File: src/rtl/router_pkt_fifo.sv
// Packet-aware channel FIFO: stores {header_tag, data}, flags SOP/EOP on the read side,
// and reports fill level, almost-full/empty thresholds and sticky overflow/underflow.
module router_pkt_fifo #(
    parameter int WIDTH     = 8,
    parameter int DEPTH     = 16,
    parameter int AFULL_TH  = DEPTH - 2,
    parameter int AEMPTY_TH = 2,
    parameter int LEN_MSB   = 7,
    parameter int LEN_LSB   = 2
) (
    input  logic                     clock,
    input  logic                     reset,
    input  logic                     soft_reset,
    input  logic                     write_enb,
    input  logic                     lfd_state,
    input  logic [WIDTH-1:0]         data_in,
    input  logic                     read_enb,
    output logic [WIDTH-1:0]         data_out,
    output logic                     data_valid,
    output logic                     sop,
    output logic                     eop,
    output logic                     empty,
    output logic                     full,
    output logic                     almost_empty,
    output logic                     almost_full,
    output logic [$clog2(DEPTH):0]   fill_level,
    output logic                     overflow,
    output logic                     underflow
);

    localparam int AW = $clog2(DEPTH);
    localparam int CW = LEN_MSB - LEN_LSB + 2;
    localparam logic [AW:0]   AFULL_L  = AFULL_TH[AW:0];
    localparam logic [AW:0]   AEMPTY_L = AEMPTY_TH[AW:0];
    localparam logic [AW:0]   PTR_ONE  = 1;
    localparam logic [CW-1:0] REM_ONE  = 1;

    logic [WIDTH:0]   r_mem [DEPTH];
    logic [AW:0]      r_wptr;
    logic [AW:0]      r_rptr;
    logic [CW-1:0]    r_rem_cnt;
    logic [WIDTH-1:0] r_data_out;
    logic             r_data_valid;
    logic             r_sop;
    logic             r_eop;
    logic             r_overflow;
    logic             r_underflow;

    logic             w_empty;
    logic             w_full;
    logic             w_wr;
    logic             w_rd;
    logic [WIDTH:0]   w_rd_word;
    logic [CW-2:0]    w_len;

    assign w_empty   = (r_wptr == r_rptr);
    assign w_full    = (r_wptr[AW] != r_rptr[AW]) && (r_wptr[AW-1:0] == r_rptr[AW-1:0]);
    assign w_wr      = write_enb && !w_full && !soft_reset;
    assign w_rd      = read_enb && !w_empty && !soft_reset;
    assign w_rd_word = r_mem[r_rptr[AW-1:0]];
    assign w_len     = w_rd_word[LEN_MSB:LEN_LSB];

    assign fill_level   = r_wptr - r_rptr;
    assign empty        = w_empty;
    assign full         = w_full;
    assign almost_full  = (fill_level >= AFULL_L);
    assign almost_empty = (fill_level <= AEMPTY_L);
    assign data_out     = r_data_out;
    assign data_valid   = r_data_valid;
    assign sop          = r_sop;
    assign eop          = r_eop;
    assign overflow     = r_overflow;
    assign underflow    = r_underflow;

    // Storage is never cleared; flushes only move the pointers.
    always_ff @(posedge clock) begin
        if (w_wr && !reset) begin
            r_mem[r_wptr[AW-1:0]] <= {lfd_state, data_in};
        end
    end

    // Read side: data_valid is a one-cycle strobe meaning data_out holds the word popped by the
    // read accepted on the previous edge; there is no backpressure, the consumer must take it then.
    always_ff @(posedge clock or posedge reset) begin
        if (reset) begin
            r_wptr       <= '0;
            r_rptr       <= '0;
            r_rem_cnt    <= '0;
            r_data_out   <= '0;
            r_data_valid <= 1'b0;
            r_sop        <= 1'b0;
            r_eop        <= 1'b0;
            r_overflow   <= 1'b0;
            r_underflow  <= 1'b0;
        end else if (soft_reset) begin
            r_wptr       <= '0;
            r_rptr       <= '0;
            r_rem_cnt    <= '0;
            r_data_out   <= '0;
            r_data_valid <= 1'b0;
            r_sop        <= 1'b0;
            r_eop        <= 1'b0;
            r_overflow   <= 1'b0;
            r_underflow  <= 1'b0;
        end else begin
            if (w_wr) begin
                r_wptr <= r_wptr + PTR_ONE;
            end
            if (write_enb && w_full) begin
                r_overflow <= 1'b1;
            end
            if (read_enb && w_empty) begin
                r_underflow <= 1'b1;
            end
            if (w_rd) begin
                r_rptr       <= r_rptr + PTR_ONE;
                r_data_out   <= w_rd_word[WIDTH-1:0];
                r_data_valid <= 1'b1;
                if (w_rd_word[WIDTH]) begin
                    // A header always restarts the tracker, even mid-packet.
                    r_sop     <= 1'b1;
                    r_eop     <= 1'b0;
                    r_rem_cnt <= {1'b0, w_len} + REM_ONE;
                end else if (r_rem_cnt != '0) begin
                    r_sop     <= 1'b0;
                    r_eop     <= (r_rem_cnt == REM_ONE);
                    r_rem_cnt <= r_rem_cnt - REM_ONE;
                end else begin
                    r_sop <= 1'b0;
                    r_eop <= 1'b0;
                end
            end else begin
                r_data_valid <= 1'b0;
                r_sop        <= 1'b0;
                r_eop        <= 1'b0;
            end
        end
    end

endmodule

File: config.mk
export PLATFORM = sky130hd
export DESIGN_NAME = router_pkt_fifo
export DESIGN_NICKNAME = d
export VERILOG_FILES = /design/src/rtl/router_pkt_fifo.sv
export SDC_FILE = /design/constraint.sdc
export NUM_CORES = 1
export LEC_CHECK = 0
export CAP_MARGIN = 10
export CORE_UTILIZATION = 35
export DETAILED_ROUTE_END_ITERATION = 10
export GPL_ROUTABILITY_DRIVEN = 0
export GPL_TIMING_DRIVEN = 0
export HOLD_SLACK_MARGIN = 0.02
export PLACE_DENSITY = 0.52
export SYNTH_ARGS = -nofsm -noshare
export SYNTH_HDL_FRONTEND = slang
export SYNTH_SLANG_ARGS = --single-unit
export TNS_END_PERCENT = 50
File: constraint.sdc
create_clock -name clock -period 4.2 [get_ports clock]
set_clock_uncertainty 0.05 [all_clocks]
set_input_delay 0.63 -clock clock [delete_from_list [all_inputs] [get_ports clock]]
set_output_delay 0.63 -clock clock [all_outputs]
set_load 0.01 [all_outputs]
==> results.toml, run 1 <==
[power_and_ir_drop]
irDropWorstVdd_uv = 249
p_leak_nw = 2.99
powerDensity_nw_per_um2 = 494

[worst_setup_path]
start_kind = "register"
crit_path_max_fanout = 10
cp_cell_sequence = "buf_6 -> buf_6 -> buf_4 -> inv_1 -> ha_1 -> and4_1 -> nor2b_1 -> nor2b_1 -> and3_1 -> nand2_1 -> nor2_1"
cp.arrival_ns = 4.19
worst_path_largest_cell_delay_ns = 0.94
end_kind = "register"
crit_slowest_cell = "nor2_1"
critPathKind = "reg -> reg"
crit_family = "simple AND/OR/NAND/NOR gates"
critPathBufInv = 4
cp.required_ns = 4.18

[die]
fp-row-count = 52
die_h_um = 148
num_io_pins = 36
die_w_um = 148
core_um2 = 20600
die-area_um2 = 21800
initial_utilization = 0.362

[layout]
final_cell_mix = "edfxtp_1 (144), mux4_2 (34), clkdlybuf4s50_1 (34)"
post-route-util = 0.430
area_delta_synth_final_pct = 19.0
register_area_um2 = 5070
fillers = 1849
antenna_cells = 0
drive_above_1_share = 0.206
multi_input_area_um2 = 2190
nets = 529
mostFrequentLayoutCell = "edfxtp_1"

[synthesis]
postSynthCellCount = 441
syn_avg_cell_area_um2 = 16.9
synth_seq_cells = 174
async_flop_share = 0.172
netlist.area_leader.share = 0.581
synth_top_family_by_area = "multiplexers"
netlist_area_um2 = 7440
synth-adder-area-share = 0.0246
synth-simple-area-share = 0.0695
muxShareOfSynthArea = 0.134
syn-num-nets = 469
synth_area_leaders = "edfxtp_1 (58%), mux4_2 (10%), dfrtp_1 (10%)"
ys_warn_count = 0
synthXorXnorAreaFrac = 0.0165
synth-seq-area-share = 0.682
synth.largest_area_cell = "edfxtp_1"
synth_compound_area_frac = 0.0442
synth.distinct_cells = 60
synth_edf_count = 144
ys.flop_type = "edfxtp_1"

[global_routing]
antenna_found_initial = 0
grt_overflow = 0
grt_pass1_wl_um = 25300
grt_max_degree = 32
track_usage = 0.163
grt_pass1_vias = 4141

[status]
violations = "negative setup slack"
status = "finished, violations left"

[routing]
vias = 4027
final_antenna_net_count = 0
firstDrtPassIters = 4
drc = 0
drt_iter0_drc = 249
wl_per_cell_um = 21.4
avgViaCountPerCell = 5.14
drt_wl_total_um = 16700

[timing]
final_max_slew_viol_count = 0
setup_viol = 5
tightest_slew_ns = 1.22
whs_ns = 0.436
hold_viol_final = 0
fmax_mhz = 238
grt_setup_unrepaired = "true"
period_share = 1.00
period_minus_slack_ns = 4.21
fin_ws_ns = -0.00641
max-slew-margin-rel = 0.184

[clock_tree]
cts_made_buffers = 17
cts_tree = "yes"
clock_latency_ns = 0.42
cts_sinks = 174
ctsRootBufferMaster = "clkbuf_16"
clkTransAtPathRegs_ns = 0.06
clockBufferDepth = 2
htreeDepth = 4

[worst_hold_path]
hold_class = "in -> async"

[flow_run]
cap_viol_max_count = 0

[placement]
place.port_buffers = 34
dpl.hpwl_um = 11400
[registers in the layout (all words and copies together) (netlist names)]
name	cells
data_valid	1
r_mem	144
data_out	8
underflow	1
overflow	1
sop	1
r_wptr	5
eop	1
r_rem_cnt	7
r_rptr	5
[final timing paths]
path	from	endpoint	slack (ns)	cells past startpoint
min in group clock	overflow	overflow	0.45	2
min reg2reg	overflow	overflow	0.45	2
max in group asynchronous	reset	r_rptr[2]	3.21	3
max reg2reg	r_rptr[2]	r_mem[11][8]	-0.006	11
min	reset	r_wptr[3]	0.44	2
max	r_rptr[2]	r_mem[11][8]	-0.006	11
[logic make-up (layout without fill, tap and decap cells)]
| logic type | Yosys count | count (layout) |
|---|---|---|
| DFF | 174 | 174 |
| and+or+nand+nor | 103 | 103 |
| muxes | 52 | 52 |
| AOI/OAI and AO/OA | 49 | 49 |
| buffers and inverters | 35 | 108 |
| adders and majority gates | 14 | 14 |
| xor gates and xnor gates | 14 | 14 |
[timing repair]
item / CTS / global route
buffers inserted: 0 / 0
endpoints found under the setup margin: 95 / 50
gates resized for setup: 6 / 3
hold buffers: 0 / 0
[layout make-up]
class | instances | share of cell area
multi-input cells | 232 | 0.247
flip-flops and latches | 174 | 0.574
clock buffers | 17 | 0.0481
inverters | 14 | 0.00594
plain buffers | 21 | 0.0187
clock inverters | 15 | 0.0192
well taps | 270 | 0.0382
repair buffers | 41 | 0.0492
[worst register-to-register path: stages, from the launching register on]
cell	delay, ns
dfrtp_1	0.35
buf_6	0.16
buf_6	0.18
buf_4	0.25
inv_1	0.23
ha_1	0.40
and4_1	0.24
nor2b_1	0.16
nor2b_1	0.43
and3_1	0.29
nand2_1	0.14
nor2_1	0.94
[metal layers]
layer  track usage  part of all wire  vias to the layer above
met4        0.0598             0.023                        0
li1              -                 -                     1833
met5             0                 0                        -
met1         0.214              0.45                     2062
met3        0.0460             0.053                       21
met2         0.260              0.48                      111
[Yosys cell counts, drive strengths merged (3+ instances only)]
cell      n
nor3     10
mux2i    14
edfxtp  144
nand4     4
xor2      4
ha       13
nor2     31
inv      14
mux4     37
dfrtp    30
buf      13
nand2    28
nand2b    6
and3      3
xnor2    10
a22oi     3
o21ai    11
a21oi    14
nand3     3
clkbuf    8
a221oi    3
nor2b     5
[where the power goes]
group          internal, W  leakage [nW]  total (W)  switching [W]
logic             0.000400         0.997   0.000837       0.000438
registers          0.00191          1.71    0.00195      0.0000360
clock network     0.000933         0.284    0.00159       0.000655
total              0.00325          2.99    0.00437        0.00113
[metrics by stage]
stage          worst slack [ns]  setup TNS [ns]  instance area [um^2]  cells  power [W]
6_report               -0.00641         -0.0105                  8850    784    0.00437
3_3_place_gp              -1.06          -45.97                  8120    745    0.00281
3_5_place_dp             -0.175          -11.28                  8200    751    0.00282
4_1_cts                -0.00497         -0.0193                  8810    783    0.00441
5_1_grt                  -0.227           -7.29                  8850    784    0.00455
2_1_floorplan             0.812               0                  7440    441    0.00254
Note: power is estimated with default switching activity, not from simulation.
==> inputs of run 2 (changes only) <==
--- a/config.mk
+++ b/config.mk
@@ -5,8 +5,9 @@
 export SDC_FILE = /design/constraint.sdc
 export NUM_CORES = 1
 export LEC_CHECK = 0
-export CAP_MARGIN = 10
+export CAP_MARGIN = 20
 export CORE_UTILIZATION = 35
+export CTS_CLUSTER_DIAMETER = 80
 export DETAILED_ROUTE_END_ITERATION = 10
 export GPL_ROUTABILITY_DRIVEN = 0
 export GPL_TIMING_DRIVEN = 0
==> run 2 against run 1 <==
  * The run now ends clean
  * Non-clock buffer count grew 9
  * Register-to-register slack improved by 0.30 ns
  * Critical path depth fell by 2
  * Count of clock-buffer cells in the layout increased by 4
  * Clock power shrank 10%
  * Core utilization about the same
  * Fmax up 6.5%
  * Cell count increased by 1.1%
  * First-iteration DRC count is 36% higher
  * Sequential power hardly changed
  * Critical endpoint is now almost_empty
==> results.toml, run 2 (synthesis gave the netlist of run 1 again) <==
[die]
die-area_um2 = 21800
core_um2 = 20600
initial_utilization = 0.362
die_w_um = 148
num_io_pins = 36
die_h_um = 148
fp-row-count = 52

[timing]
max-slew-margin-rel = 0.428
fmax_mhz = 253
hold_viol_final = 0
period_share = 0.940
setup_viol = 0
period_minus_slack_ns = 3.95
final_max_slew_viol_count = 0
grt_setup_unrepaired = "false"
tightest_slew_ns = 0.855

[worst_setup_path]
crit_path_max_fanout = 19
worst_path_largest_cell_delay_ns = 0.61
critPathKind = "reg -> out"
critPathBufInv = 4
ff2ff_path_depth = 11
crit_slowest_cell = "clkdlybuf4s50_1"
crit_top_cell = "buf_6"
start_kind = "register"
cp_cell_sequence = "buf_6 -> buf_6 -> inv_1 -> ha_1 -> a21o_1 -> a21oi_1 -> xnor2_1 -> a2111oi_1 -> clkdlybuf4s50_1"
rrSetupSlack_ns = 0.29
cp.required_ns = 3.52
end_kind = "output port"
r2r_end = "r_mem[8][8]"
cp.arrival_ns = 3.27
rr_startpoint = "r_rptr[2]"
crit_family = "buffers and inverters"

[global_routing]
grt_overflow = 0
track_usage = 0.165
grt_pass1_wl_um = 25600
grt_max_degree = 20
antenna_found_initial = 0
grt_pass1_vias = 4077

[power_and_ir_drop]
p_total_w = 0.00422
irDropWorstVdd_uv = 229
powerDensity_nw_per_um2 = 476
p_leak_nw = 3.01

[routing]
drt_iter0_drc = 338
vias = 4078
drt_wl_total_um = 16600
met3_length_um = 612
avgViaCountPerCell = 5.14
met2_wirelength_um = 8130
highest_layer = "met4"
wl_met1_um = 7680
drc = 0
final_antenna_net_count = 0
wl_per_cell_um = 21.0
firstDrtPassIters = 4

[layout]
drive_above_1_share = 0.201
fin_cells = 793
nets = 538
area_delta_synth_final_pct = 19.1
antenna_cells = 0
final_cell_mix = "edfxtp_1 (144), mux4_2 (34), clkdlybuf4s50_1 (34)"
largest_reg_flops = 144
mostFrequentLayoutCell = "edfxtp_1"

[clock_tree]
ctsRootBufferMaster = "clkbuf_16"
clockBufferDepth = 2
cts_made_buffers = 17
cts_tree = "yes"
post_cts_buffers = 0
cts_sinks = 174
clkTransAtPathRegs_ns = 0.06
htreeDepth = 4
clock_latency_ns = 0.42

[placement]
dpl.hpwl_um = 12000
dpl.cell_count = 761
place.port_buffers = 34

[worst_hold_path]
whs_path_depth = 2
holdCritStartpoint = "underflow"
min_to = "underflow"
hold_class = "reg -> reg"

[status]
status = "complete, no violations"

[flow_run]
cap_viol_max_count = 0
==> run 2: timing repair <==
action / in CTS / in global routing
endpoints found under the setup margin: 14 / 1
hold buffers: 0 / 0
gates resized for setup: 0 / 1
endpoints found under the hold margin: 0 / 0
==> run 2: worst register-to-register path, cell delays in order, from the launching register on <==
cell and delay, ns:
dfrtp_1 0.35, buf_6 0.16, buf_6 0.24, inv_1 0.22, ha_1 0.39, and4_1 0.24
nor2b_1 0.16, nor2b_1 0.39, and3_1 0.28, nand2_1 0.15, nor2_1 0.69, buf_4 0.30
==> run 2: metal layers <==
metal	vias up	GRT usage
met5	-	0
met4	0	0.0448
met3	14	0.0361
met2	85	0.269
met1	2130	0.224
li1	1849	-
==> run 2: worst max-delay path by stage <==
| stage | from | end | slack [ns] | cells after the start |
|---|---|---|---|---|
| floorplan | r_rptr[2] | r_mem[0][0] | 0.81 | 11 |
| global placement | r_rptr[2] | r_mem[1][4] | -1.06 | 11 |
| detailed placement | r_rptr[2] | r_mem[5][1] | -0.04 | 11 |
| CTS | r_rptr[2] | almost_empty | 0.15 | 9 |
| global route | r_rptr[2] | r_mem[8][8] | 0.03 | 11 |
| finish | r_rptr[2] | almost_empty | 0.25 | 9 |
==> run 2: layout make-up <==
cell class	instances	area [um^2]
Multi-Input combinational cell	232	2170
Inverter	14	52.6
Clock inverter	11	95.1
Fill cell	1835	11700
Buffer	20	158
Clock buffer	21	440
Sequential cell	174	5070
Tap cell	270	338
Timing Repair Buffer	51	529
==> run 2: power breakdown <==
group | internal, W | leakage [nW] | switching [W]
clock network | 0.000811 | 0.258 | 0.000621
logic | 0.000399 | 1.05 | 0.000437
registers | 0.00191 | 1.71 | 0.0000366
==> run 2: per-stage QoR <==
step	setup TNS (ns)	cell area, um^2	hold WS (ns)	util	worst slack, ns
floorplan	0	7440	0.475	-	0.812
global placement	-45.97	8120	0.424	0.395	-1.06
detailed placement	-0.490	8320	0.436	0.405	-0.0429
CTS	0	8850	0.451	0.430	0.152
global route	0	8860	0.500	0.431	0.0331
finish	0	8860	0.443	0.431	0.251
==> inputs of run 3 (changes only) <==
--- a/config.mk
+++ b/config.mk
@@ -9,10 +9,11 @@
 export CORE_UTILIZATION = 35
 export CTS_CLUSTER_DIAMETER = 80
 export DETAILED_ROUTE_END_ITERATION = 10
+export DONT_BUFFER_PORTS = 1
 export GPL_ROUTABILITY_DRIVEN = 0
 export GPL_TIMING_DRIVEN = 0
 export HOLD_SLACK_MARGIN = 0.02
-export PLACE_DENSITY = 0.52
+export PLACE_DENSITY = 0.5
 export SYNTH_ARGS = -nofsm -noshare
 export SYNTH_HDL_FRONTEND = slang
 export SYNTH_SLANG_ARGS = --single-unit
==> run 3 against run 2 <==
  * Fmax grew 2.2%
  * Total power shrank 0.24%
  * Sequential share of layout area grew 1.7 points
==> results.toml, run 3 (synthesis gave the netlist of run 1 again) <==
[status]
status = "complete, no violations"

[layout]
drive_above_1_share = 0.235
fillers = 1871
area_delta_synth_final_pct = 15.6
largest_reg_flops = 144
register_area_um2 = 5070
nets = 505
multi_input_area_um2 = 2190
antenna_cells = 0
mostFrequentLayoutCell = "edfxtp_1"
final_cell_mix = "edfxtp_1 (144), mux4_2 (34), dfrtp_1 (30)"

[worst_setup_path]
critPathKind = "reg -> out"
worst_path_largest_cell_delay_ns = 0.60
cp.arrival_ns = 3.18
cp_cell_sequence = "buf_6 -> buf_6 -> buf_2 -> inv_1 -> ha_1 -> a21o_1 -> a21oi_1 -> xnor2_1 -> a2111oi_1"
cp.required_ns = 3.52
crit_slowest_cell = "a2111oi_1"
crit_top_cell = "buf_6"
end_kind = "output port"
crit_path_max_fanout = 10
start_kind = "register"

[routing]
firstDrtPassIters = 5
drt_iter0_drc = 222
vias = 3947
final_antenna_net_count = 0
drc = 0
wl_per_cell_um = 22.5
avgViaCountPerCell = 5.19
drt_wl_total_um = 17100

[clock_tree]
ctsRootBufferMaster = "clkbuf_16"
cts-resized-gates = 1
cts_sinks = 174
clockBufferDepth = 2
clkTransAtPathRegs_ns = 0.07
cts_made_buffers = 17
htreeDepth = 4
clock_latency_ns = 0.43
post_cts_buffers = 0
postCtsHoldBufs = 0
cts_tree = "yes"

[die]
die_w_um = 148
core_um2 = 20600
initial_utilization = 0.362
num_io_pins = 36
fp-row-count = 52
die_h_um = 148
die-area_um2 = 21800

[global_routing]
grtUsageMet1 = 0.224
track_usage = 0.168
antenna_found_initial = 0
grt_overflow = 0
use_met3 = 0.0367
grt_pass1_vias = 4156
busiest_layer = "met2"
met2_usage = 0.276
grt_max_degree = 18
grt_pass1_wl_um = 26000

[power_and_ir_drop]
powerDensity_nw_per_um2 = 489
irDropWorstVdd_uv = 235
p_leak_nw = 2.91
p_total_w = 0.00421

[timing]
max-slew-margin-rel = 0.496
setup_viol = 0
tightest_slew_ns = 0.756
fmax_mhz = 259
period_share = 0.920
grt_setup_unrepaired = "false"
hold_viol_final = 0
final_max_slew_viol_count = 0
period_minus_slack_ns = 3.86
fin_tns_setup_ns = 0

[flow_run]
cap_viol_max_count = 0

[placement]
dpl.hpwl_um = 12100
place.port_buffers = 0

[worst_hold_path]
hold_class = "in -> async"
run 3: path summary, 6_finish.rpt:
kind	from	endpoint	slack, ns	depth (start not counted)
max	r_rptr[2]	almost_empty	0.34	9
min	reset	r_wptr[0]	0.12	1
max reg2reg	r_rptr[2]	r_mem[10][5]	0.35	12
min reg2reg	underflow	underflow	0.52	2
max in group asynchronous	reset	r_rem_cnt[5]	3.46	2
min in group clock	data_in[4]	r_mem[3][4]	0.25	0
run 3: critical path, delay by kind of cell (launching register included):
family | cells | cell delay (ns)
AOI/OAI and AO/OA | 3 | 0.95
buffers and inverters | 4 | 0.89
adders and majority gates | 1 | 0.38
DFF | 1 | 0.34
xor gates and xnor gates | 1 | 0.18
run 3: per-layer routing:
layer,vias to the layer above,wire length [um]
met4,0,225
li1,1785,-
met2,105,8360
met3,16,823
met5,-,0
met1,2041,7660
run 3: cell type report:
type / count / area share
buffer: 21 / 0.0189
clock buffer: 21 / 0.0512
tap: 270 / 0.0393
sequential: 174 / 0.590
multi-input combinational: 232 / 0.255
timing repair buffer: 17 / 0.0246
inverter: 14 / 0.00611
clock inverter: 11 / 0.0151
run 3: power by group:
part | total [W] | internal, W | switching, W
sequential | 0.00196 | 0.00191 | 0.0000468
clock | 0.00154 | 0.000883 | 0.000657
combinational | 0.000708 | 0.000309 | 0.000398
run 3: stage by stage:
step           cell area, um^2  cells  utilization  worst slack [ns]  hold WS (ns)
2_1_floorplan             7440    441            -             0.812         0.475
3_3_place_gp              7770    711        0.378            -0.759         0.491
3_5_place_dp              8010    728        0.389            0.0277         0.506
4_1_cts                   8580    760        0.417            0.0612         0.133
5_1_grt                   8600    760        0.418             0.107         0.163
6_report                  8600    760        0.418             0.337         0.124
